File: src/rtl/dcache_pkg.sv
// Shared D-cache definitions used by the writeback engine.
//   BANK_NUM         : data array banks per line (one beat per bank)
//   LINE_OFFSET_BITS : byte-offset bits of a 64-byte line
//   BEAT_CNT_WIDTH   : width of the burst beat counter
//   wb_state_t       : writeback engine FSM states
package dcache_pkg;

    localparam int unsigned BANK_NUM         = 8;
    localparam int unsigned LINE_OFFSET_BITS = 6;
    localparam int unsigned BEAT_CNT_WIDTH   = $clog2(BANK_NUM);

    typedef enum logic [2:0] {
        IDLE  = 3'd0,
        RD    = 3'd1,
        CAP   = 3'd2,
        SEND  = 3'd3,
        WAITB = 3'd4
    } wb_state_t;

endpackage : dcache_pkg

File: src/rtl/dcache_wb_engine.sv
// Writeback (eviction) engine for the 2-way, 8-bank D-cache data array.
// Reads a whole victim line in one array access, buffers it locally and
// streams it to memory as an 8-beat valid/ready write burst, then waits
// for the write response and pulses done.
//
// Ports:
//   clock, reset                 : clock, asynchronous active-high reset
//   req_valid/req_ready          : evict request handshake
//   req_way/req_set/req_tag      : victim way, set index and tag
//   arr_ce_way/arr_ce_bank       : data array way / bank enables
//   arr_we                       : data array write enable (always 0)
//   arr_readsetaddr              : data array read set address
//   arr_dout_bank                : data array bank outputs (1-cycle latency)
//   mem_wvalid/mem_wready        : write beat handshake
//   mem_waddr/mem_wdata/mem_wlast: line address, beat data, final beat
//   mem_bvalid/mem_bready        : write response handshake
//   done                         : one-cycle completion pulse
module dcache_wb_engine
    import dcache_pkg::*;
#(
    parameter int unsigned DATA_WIDTH = 64,
    parameter int unsigned ADDR_WIDTH = 9,
    parameter int unsigned TAG_WIDTH  = 17,
    localparam int unsigned PADDR_WIDTH = TAG_WIDTH + ADDR_WIDTH + LINE_OFFSET_BITS
) (
    input  logic                                  clock,
    input  logic                                  reset,

    input  logic                                  req_valid,
    output logic                                  req_ready,
    input  logic                                  req_way,
    input  logic [ADDR_WIDTH-1:0]                 req_set,
    input  logic [TAG_WIDTH-1:0]                  req_tag,

    output logic [1:0]                            arr_ce_way,
    output logic [BANK_NUM-1:0]                   arr_ce_bank,
    output logic                                  arr_we,
    output logic [ADDR_WIDTH-1:0]                 arr_readsetaddr,
    input  logic [BANK_NUM-1:0][DATA_WIDTH-1:0]   arr_dout_bank,

    output logic                                  mem_wvalid,
    input  logic                                  mem_wready,
    output logic [PADDR_WIDTH-1:0]                mem_waddr,
    output logic [DATA_WIDTH-1:0]                 mem_wdata,
    output logic                                  mem_wlast,
    input  logic                                  mem_bvalid,
    output logic                                  mem_bready,

    output logic                                  done
);

    localparam logic [BEAT_CNT_WIDTH-1:0] LAST_BEAT = BEAT_CNT_WIDTH'(BANK_NUM - 1);

    wb_state_t                             state_q, state_d;
    logic [BEAT_CNT_WIDTH-1:0]             cnt_q, cnt_d;
    logic [BANK_NUM-1:0][DATA_WIDTH-1:0]   line_q, line_d;
    logic                                  way_q, way_d;
    logic [ADDR_WIDTH-1:0]                 set_q, set_d;
    logic [TAG_WIDTH-1:0]                  tag_q, tag_d;

    logic                                  req_ready_d;
    logic [1:0]                            ce_way_d;
    logic [BANK_NUM-1:0]                   ce_bank_d;
    logic [ADDR_WIDTH-1:0]                 readsetaddr_d;
    logic                                  wvalid_d;
    logic [PADDR_WIDTH-1:0]                waddr_d;
    logic [DATA_WIDTH-1:0]                 wdata_d;
    logic                                  wlast_d;
    logic                                  bready_d;
    logic                                  done_d;

    // The engine only reads the array.
    assign arr_we = 1'b0;

    // State register.
    always_ff @(posedge clock or posedge reset) begin
        if (reset) begin
            state_q <= IDLE;
        end else begin
            state_q <= state_d;
        end
    end

    // Next state, datapath next values, and next values of the registered outputs.
    // Outputs are decoded from the next state so they line up with the state they describe.
    always_comb begin
        state_d = state_q;
        cnt_d   = cnt_q;
        line_d  = line_q;
        way_d   = way_q;
        set_d   = set_q;
        tag_d   = tag_q;

        unique case (state_q)
            IDLE: begin
                if (req_valid) begin
                    way_d   = req_way;
                    set_d   = req_set;
                    tag_d   = req_tag;
                    state_d = RD;
                end
            end
            RD: begin
                state_d = CAP;
            end
            CAP: begin
                // Array data for the RD-cycle access is valid now; never sampled again.
                line_d  = arr_dout_bank;
                state_d = SEND;
            end
            SEND: begin
                // mem_wvalid is high for the whole of SEND, so wready alone completes a beat.
                if (mem_wready) begin
                    cnt_d = cnt_q + BEAT_CNT_WIDTH'(1);
                    if (cnt_q == LAST_BEAT) begin
                        state_d = WAITB;
                    end
                end
            end
            WAITB: begin
                if (mem_bvalid) begin
                    state_d = IDLE;
                end
            end
            default: begin
                state_d = IDLE;
            end
        endcase

        req_ready_d   = (state_d == IDLE);
        ce_way_d      = (state_d == RD) ? (2'b01 << way_d) : 2'b00;
        ce_bank_d     = (state_d == RD) ? '1 : '0;
        readsetaddr_d = (state_d == RD) ? set_d : '0;
        wvalid_d      = (state_d == SEND);
        wdata_d       = (state_d == SEND) ? line_d[cnt_d] : '0;
        wlast_d       = (state_d == SEND) && (cnt_d == LAST_BEAT);
        waddr_d       = (state_d == SEND) ? {tag_d, set_d, LINE_OFFSET_BITS'(0)} : '0;
        bready_d      = (state_d == WAITB);
        done_d        = (state_q == WAITB) && mem_bvalid;
    end

    // Datapath and output registers; reset abandons any burst without a done pulse.
    always_ff @(posedge clock or posedge reset) begin
        if (reset) begin
            cnt_q           <= '0;
            line_q          <= '0;
            way_q           <= 1'b0;
            set_q           <= '0;
            tag_q           <= '0;
            req_ready       <= 1'b1;
            arr_ce_way      <= '0;
            arr_ce_bank     <= '0;
            arr_readsetaddr <= '0;
            mem_wvalid      <= 1'b0;
            mem_waddr       <= '0;
            mem_wdata       <= '0;
            mem_wlast       <= 1'b0;
            mem_bready      <= 1'b0;
            done            <= 1'b0;
        end else begin
            cnt_q           <= cnt_d;
            line_q          <= line_d;
            way_q           <= way_d;
            set_q           <= set_d;
            tag_q           <= tag_d;
            req_ready       <= req_ready_d;
            arr_ce_way      <= ce_way_d;
            arr_ce_bank     <= ce_bank_d;
            arr_readsetaddr <= readsetaddr_d;
            mem_wvalid      <= wvalid_d;
            mem_waddr       <= waddr_d;
            mem_wdata       <= wdata_d;
            mem_wlast       <= wlast_d;
            mem_bready      <= bready_d;
            done            <= done_d;
        end
    end

endmodule : dcache_wb_engine

File: config.mk
export PLATFORM = sky130hd
export DESIGN_NAME = dcache_wb_engine
export DESIGN_NICKNAME = d
export VERILOG_FILES = /design/src/rtl/dcache_pkg.sv /design/src/rtl/dcache_wb_engine.sv
export SDC_FILE = /design/constraint.sdc
export NUM_CORES = 1
export LEC_CHECK = 0
export ABC_AREA = 1
export BUFFER_PORTS_ARGS = -buffer_cell sky130_fd_sc_hd__buf_2
export CELL_PAD_IN_SITES_DETAIL_PLACEMENT = 0
export CELL_PAD_IN_SITES_GLOBAL_PLACEMENT = 1
export CORE_MARGIN = 2
export CORE_UTILIZATION = 39
export CTS_CLUSTER_SIZE = 25
export DETAILED_ROUTE_END_ITERATION = 12
export HOLD_SLACK_MARGIN = 0.02
export PLACE_DENSITY_LB_ADDON = 0.1
export SKIP_CTS_REPAIR_TIMING = 1
export SLEW_MARGIN = 20
export SYNTH_ARGS = -nofsm -noshare
export SYNTH_HDL_FRONTEND = slang
export SYNTH_SLANG_ARGS = --single-unit
File: constraint.sdc
create_clock -name clock -period 26.5 [get_ports clock]
set_clock_uncertainty 0.2 [all_clocks]
set_input_delay 3.975 -clock clock [delete_from_list [all_inputs] [get_ports clock]]
set_output_delay 3.975 -clock clock [all_outputs]
set_load 0.01 [all_outputs]
After elaboration in Yosys (flattened, before gate mapping) --
Index checks and enable logic that the tools add are counted.
Operators by class: add/sub/neg operators 1, order comparisons 1, eq/ne operators 9, shift-type cells 1, multiplexer cells 21, reduce and logical (&&, ||, !) cells 4
Operator list (count):
- $mux W512 | 1
- $bmux W64 S3 | 1
- $mux W64 | 2
- $mux W17 | 2
- $mux W32 | 1
- $mux W9 | 3
- $mux W3 | 6
- $pmux W3 S5 | 1
- $eq A3 B3 Y1 const B | 4
- $eq A3 B2 Y1 const B | 3
- $mux W8 | 1
- $eq A3 B1 Y1 const B | 2
- $logic_not A3 Y1 | 2
- $lt A3 B4 Y1 const B | 1
- $add A3 B1 Y3 const B | 1
- $logic_and A1 B1 Y1 | 2
- $mux W1 | 2
- $mux W2 | 1
- $shl A1 B1 Y2 const A | 1
Word-level totals: register bits after elaboration 665, input port bits 544, output and inout port bits 121, logic and storage cells 60

Depth between registers and ports, before layout --
word-level depth 6, depth in mapped cells 12, mapped depth without buffers 10

Least setup slack after synthesis --
OpenSTA, ideal clock, no wires.
kind in2reg, from in mem_wready, to reg mem_wdata[56], library setup time 117 ps, data arrival time 5049 ps, required time 26183 ps, slack 21135 ps, cell stages on the path 12, path buffers 2, path through nand2_1 inv_2 nand2_1 nand2_1 nand2_2 buf_2 buf_2 nand2_1 nand3_1 nand3_1 nand2_1 nor2_1
On the way: cells in the longest elaborated chain, start to end 5, elaborated cells between the ends (all ways) 8, classes of those cells eq/ne (1); mux (7)
RTL lines:
- start: declaration | RTL line dcache_wb_engine.sv:42 | input logic mem_wready,
- $mux W3 | RTL line dcache_wb_engine.sv:113 | if (mem_wready) begin
- $mux W3 | RTL line dcache_wb_engine.sv:94 | unique case (state_q)
- $bmux W64 S3 | RTL line dcache_wb_engine.sv:135 | wdata_d = (state_d == SEND) ? line_d[cnt_d] : '0;
- $mux W64 (not written as such) | RTL line dcache_wb_engine.sv:135
- $mux W64 (*) | RTL line dcache_wb_engine.sv:135
- via wdata_d[56] | RTL line dcache_wb_engine.sv:67 | logic [DATA_WIDTH-1:0] wdata_d;
- end signal: assignment | RTL line dcache_wb_engine.sv:172 | mem_wdata <= wdata_d;
- end: declaration | RTL line dcache_wb_engine.sv:44 | output logic [DATA_WIDTH-1:0] mem_wdata,
The timed path passes the listed nets; every way through them passes the cells marked *. The select of a mux whose other input is x is not followed.

==> flow_summary.toml <==
[worst_setup_path]
end_kind = "async pin"
rrSetupSlack_ns = 22.00
r2r_start = "state_q[2]$_DFF_PP0_"
critical_path_class = "in -> async"
worst_r2r_endpoint = "mem_wdata[40]$_DFF_PP0_"
cp_data_required_time_ns = 26.93
cp.arrival_ns = 7.27
startpoint = "reset"
crit_fanout = 126
endpoint = "line_q[117]$_DFF_PP0_"
ff2ff_path_depth = 12
worst_setup_path_start_kind = "input port"

[pwr]
seq_power_share = 0.307
p_clk_frac = 0.201
leakage_nw = 24.1
combPwrFrac = 0.492
p_total_mw = 5.28
intPower_mw = 2.90
ir_drop_uv = 199
power.switching_mw = 2.38
p_sw_frac = 0.451
power.density_mw_per_mm2 = 136

[placement]
port_buffers = 657
dpl.hpwl_um = 71900
place.gp.congestion = 0.818

[timing]
fmax_ghz = 0.146
finalCriticalPeriod_ns = 6.84
final_hold_viol_count = 0
finalCritPeriodShare = 0.258
setup_viol_count_final = 0
slew_violations = 0
tightestPinTransition_ns = 1.08
whs_ns = 0.274
setup_tns_ns = 0
rsz0062_at_grt = "no"
relSlewSlack = 0.277

[die]
start_util = 0.392
die_height_um = 293
ios = 665
die-area_sq_mm = 0.0859
die_w_um = 293
rows = 106
core_sq_mm = 0.0832

[layout]
seq_area_sq_mm = 0.0163
multi_input_area_sq_mm = 0.0107
syn_to_final_growth_pct = 19.6
post-route-util = 0.468
drive_gt1_frac = 0.160
fillCellCount = 8853
nNetsFinal = 5788

[logic_synthesis]
synthCells = 4714
yosysSeqAreaShare = 0.500
synth-seq-cells = 651
yosys_warnings = 0
synth_area_sq_mm = 0.0326
synth.distinct_cells = 23
syn_avg_cell_area_sq_um = 6.91

[run_status]
status = "complete, no violations"

[global_route]
first_global_vias = 28300
grt_pass1_wl_um = 165000
antenna_found_initial = 17
overflow = 0
grt_usage = 0.251
grt_max_degree = 238

[detailed_routing]
num_vias = 28400
avgViaCountPerCell = 4.45
drt_wl_total_um = 108000
detail-route-antenna-nets = 0
drcViolationCount = 0
drt_pass1_iterations = 7
drtIter0Drc = 1724
wl_per_cell_um = 16.8

[min_path]
worstHoldStart = "line_q[91]$_DFF_PP0_"
hold_class = "reg -> reg"

[clock_tree]
cts_buffer_depth = 3
clock_sinks = 651
cts_inserted_buffers = 76
cts_root_buf = "clkbuf_16"
clk_latency_ns = 0.62
htreeDepth = 3
cts_tree = "done"
clk_pin_slew_worst_paths_ns = 0.06

[flow_run]
drv_cap = 0
==> power by group through the flow <==
stage / Clock, mW / Combinational (mW) / Sequential, mW
finish: 1.06 / 2.60 / 1.62
global placement: 0 / 2.60 / 1.63
detailed placement: 0 / 2.62 / 1.64
global route: 1.13 / 3.02 / 1.67
CTS: 1.09 / 2.63 / 1.63
floorplan: 0 / 1.88 / 1.65
==> Yosys cell counts <==
cell	number	area share
ha_1	2	0.00077
o21ai_2	1	0.00027
dfrtp_1	650	0.50
nand2_1	1745	0.20
buf_4	16	0.0037
or2_1	1	0.00019
buf_2	175	0.027
nor2_2	2	0.00038
dfstp_2	1	0.00081
o21ai_1	3	0.00046
nor4_1	1	0.00019
inv_1	1196	0.14
o21ai_0	212	0.033
conb_1	1	0.00012
nand3_1	323	0.050
nor2_1	298	0.034
buf_1	5	0.00058
nand2_2	1	0.00019
or2_2	17	0.0033
clkbuf_1	50	0.0058
a21oi_1	9	0.0014
inv_2	4	0.00046
nor3_1	1	0.00015
==> registers in the layout, indices dropped and copies added (netlist names) <==
register,flops
mem_bready,1
mem_wdata,64
state_q,3
mem_waddr,26
done,1
arr_ce_bank,1
mem_wlast,1
set_q,9
line_q,512
arr_ce_way,2
tag_q,17
mem_wvalid,1
req_ready,1
arr_readsetaddr,9
cnt_q,3
==> worst max-delay path, stage by stage <==
cell and delay (ns):
buf_2 0.13, inv_8 0.60, buf_4 0.74, buf_4 0.83, buf_4 0.80
==> final cells by class <==
class / instances / area share
sequential: 651 / 0.418
multi-input combinational: 2623 / 0.274
inverter: 1200 / 0.116
timing repair buffer: 690 / 0.0922
clock buffer: 104 / 0.0556
tap: 1080 / 0.0347
clock inverter: 32 / 0.00870
antenna: 6 / 0.000385
==> cell families (layout without fill, tap and decap cells) <==
group | after synthesis | count (layout) | synth area share
simple gates | 2389 | 2389 | 0.289
fa+ha+maj | 2 | 2 | 0.000768
flops | 651 | 651 | 0.500
other cells | 1 | 13 | 0.000115
compound gates | 225 | 225 | 0.0347
buf+inv | 1446 | 2026 | 0.175
==> metrics by stage <==
step / std cells / area (sq um) / worst slack [ns]
finish: 6386 / 39000 / 19.66
global route: 6382 / 38900 / 19.09
CTS: 6379 / 38900 / 19.47
detailed placement: 6243 / 36400 / 18.79
global placement: 6243 / 36400 / 18.78
floorplan: 4720 / 32600 / 4.09
==> how the worst min path moves through the flow <==
stage | slack [ns] | to | cells after the start
2_1_floorplan | 0.24 | set_q[0]$_DFF_PP0_ | 2
3_3_place_gp | 0.26 | set_q[6]$_DFF_PP0_ | 2
3_5_place_dp | 0.26 | line_q[115]$_DFF_PP0_ | 2
4_1_cts | 0.28 | set_q[6]$_DFF_PP0_ | 2
5_1_grt | 0.29 | line_q[97]$_DFF_PP0_ | 2
6_report | 0.27 | line_q[91]$_DFF_PP0_ | 2
==> routing by layer <==
metal	GRT usage	share of wire	routed length [um]
met5	0	0.00080	86
met1	0.325	0.43	46000
met2	0.415	0.48	51200
met3	0.0515	0.062	6670
met4	0.0894	0.033	3600
==> placed cells by master, fill, tap and decap left out, types with 2 or more instances in the layout <==
cell	netlist	routed
nor2_4	0	2
clkbuf_1	50	12
buf_2	175	657
dfrtp_1	650	650
nor2_1	298	297
clkbuf_8	0	16
nand3_1	323	322
clkbuf_16	0	76
inv_6	0	3
or2_2	17	17
inv_2	4	4
clkinv_2	0	20
buf_12	0	3
inv_16	0	3
clkinvlp_4	0	2
inv_8	0	2
a21oi_1	9	9
buf_4	16	29
diode_2	0	6
o21ai_0	212	212
inv_1	1196	1193
conb_1	1	7
bufinv_16	0	4
o21ai_4	0	3
nand2_1	1745	1744
ha_1	2	2
Power figures use the tool's default switching activity.
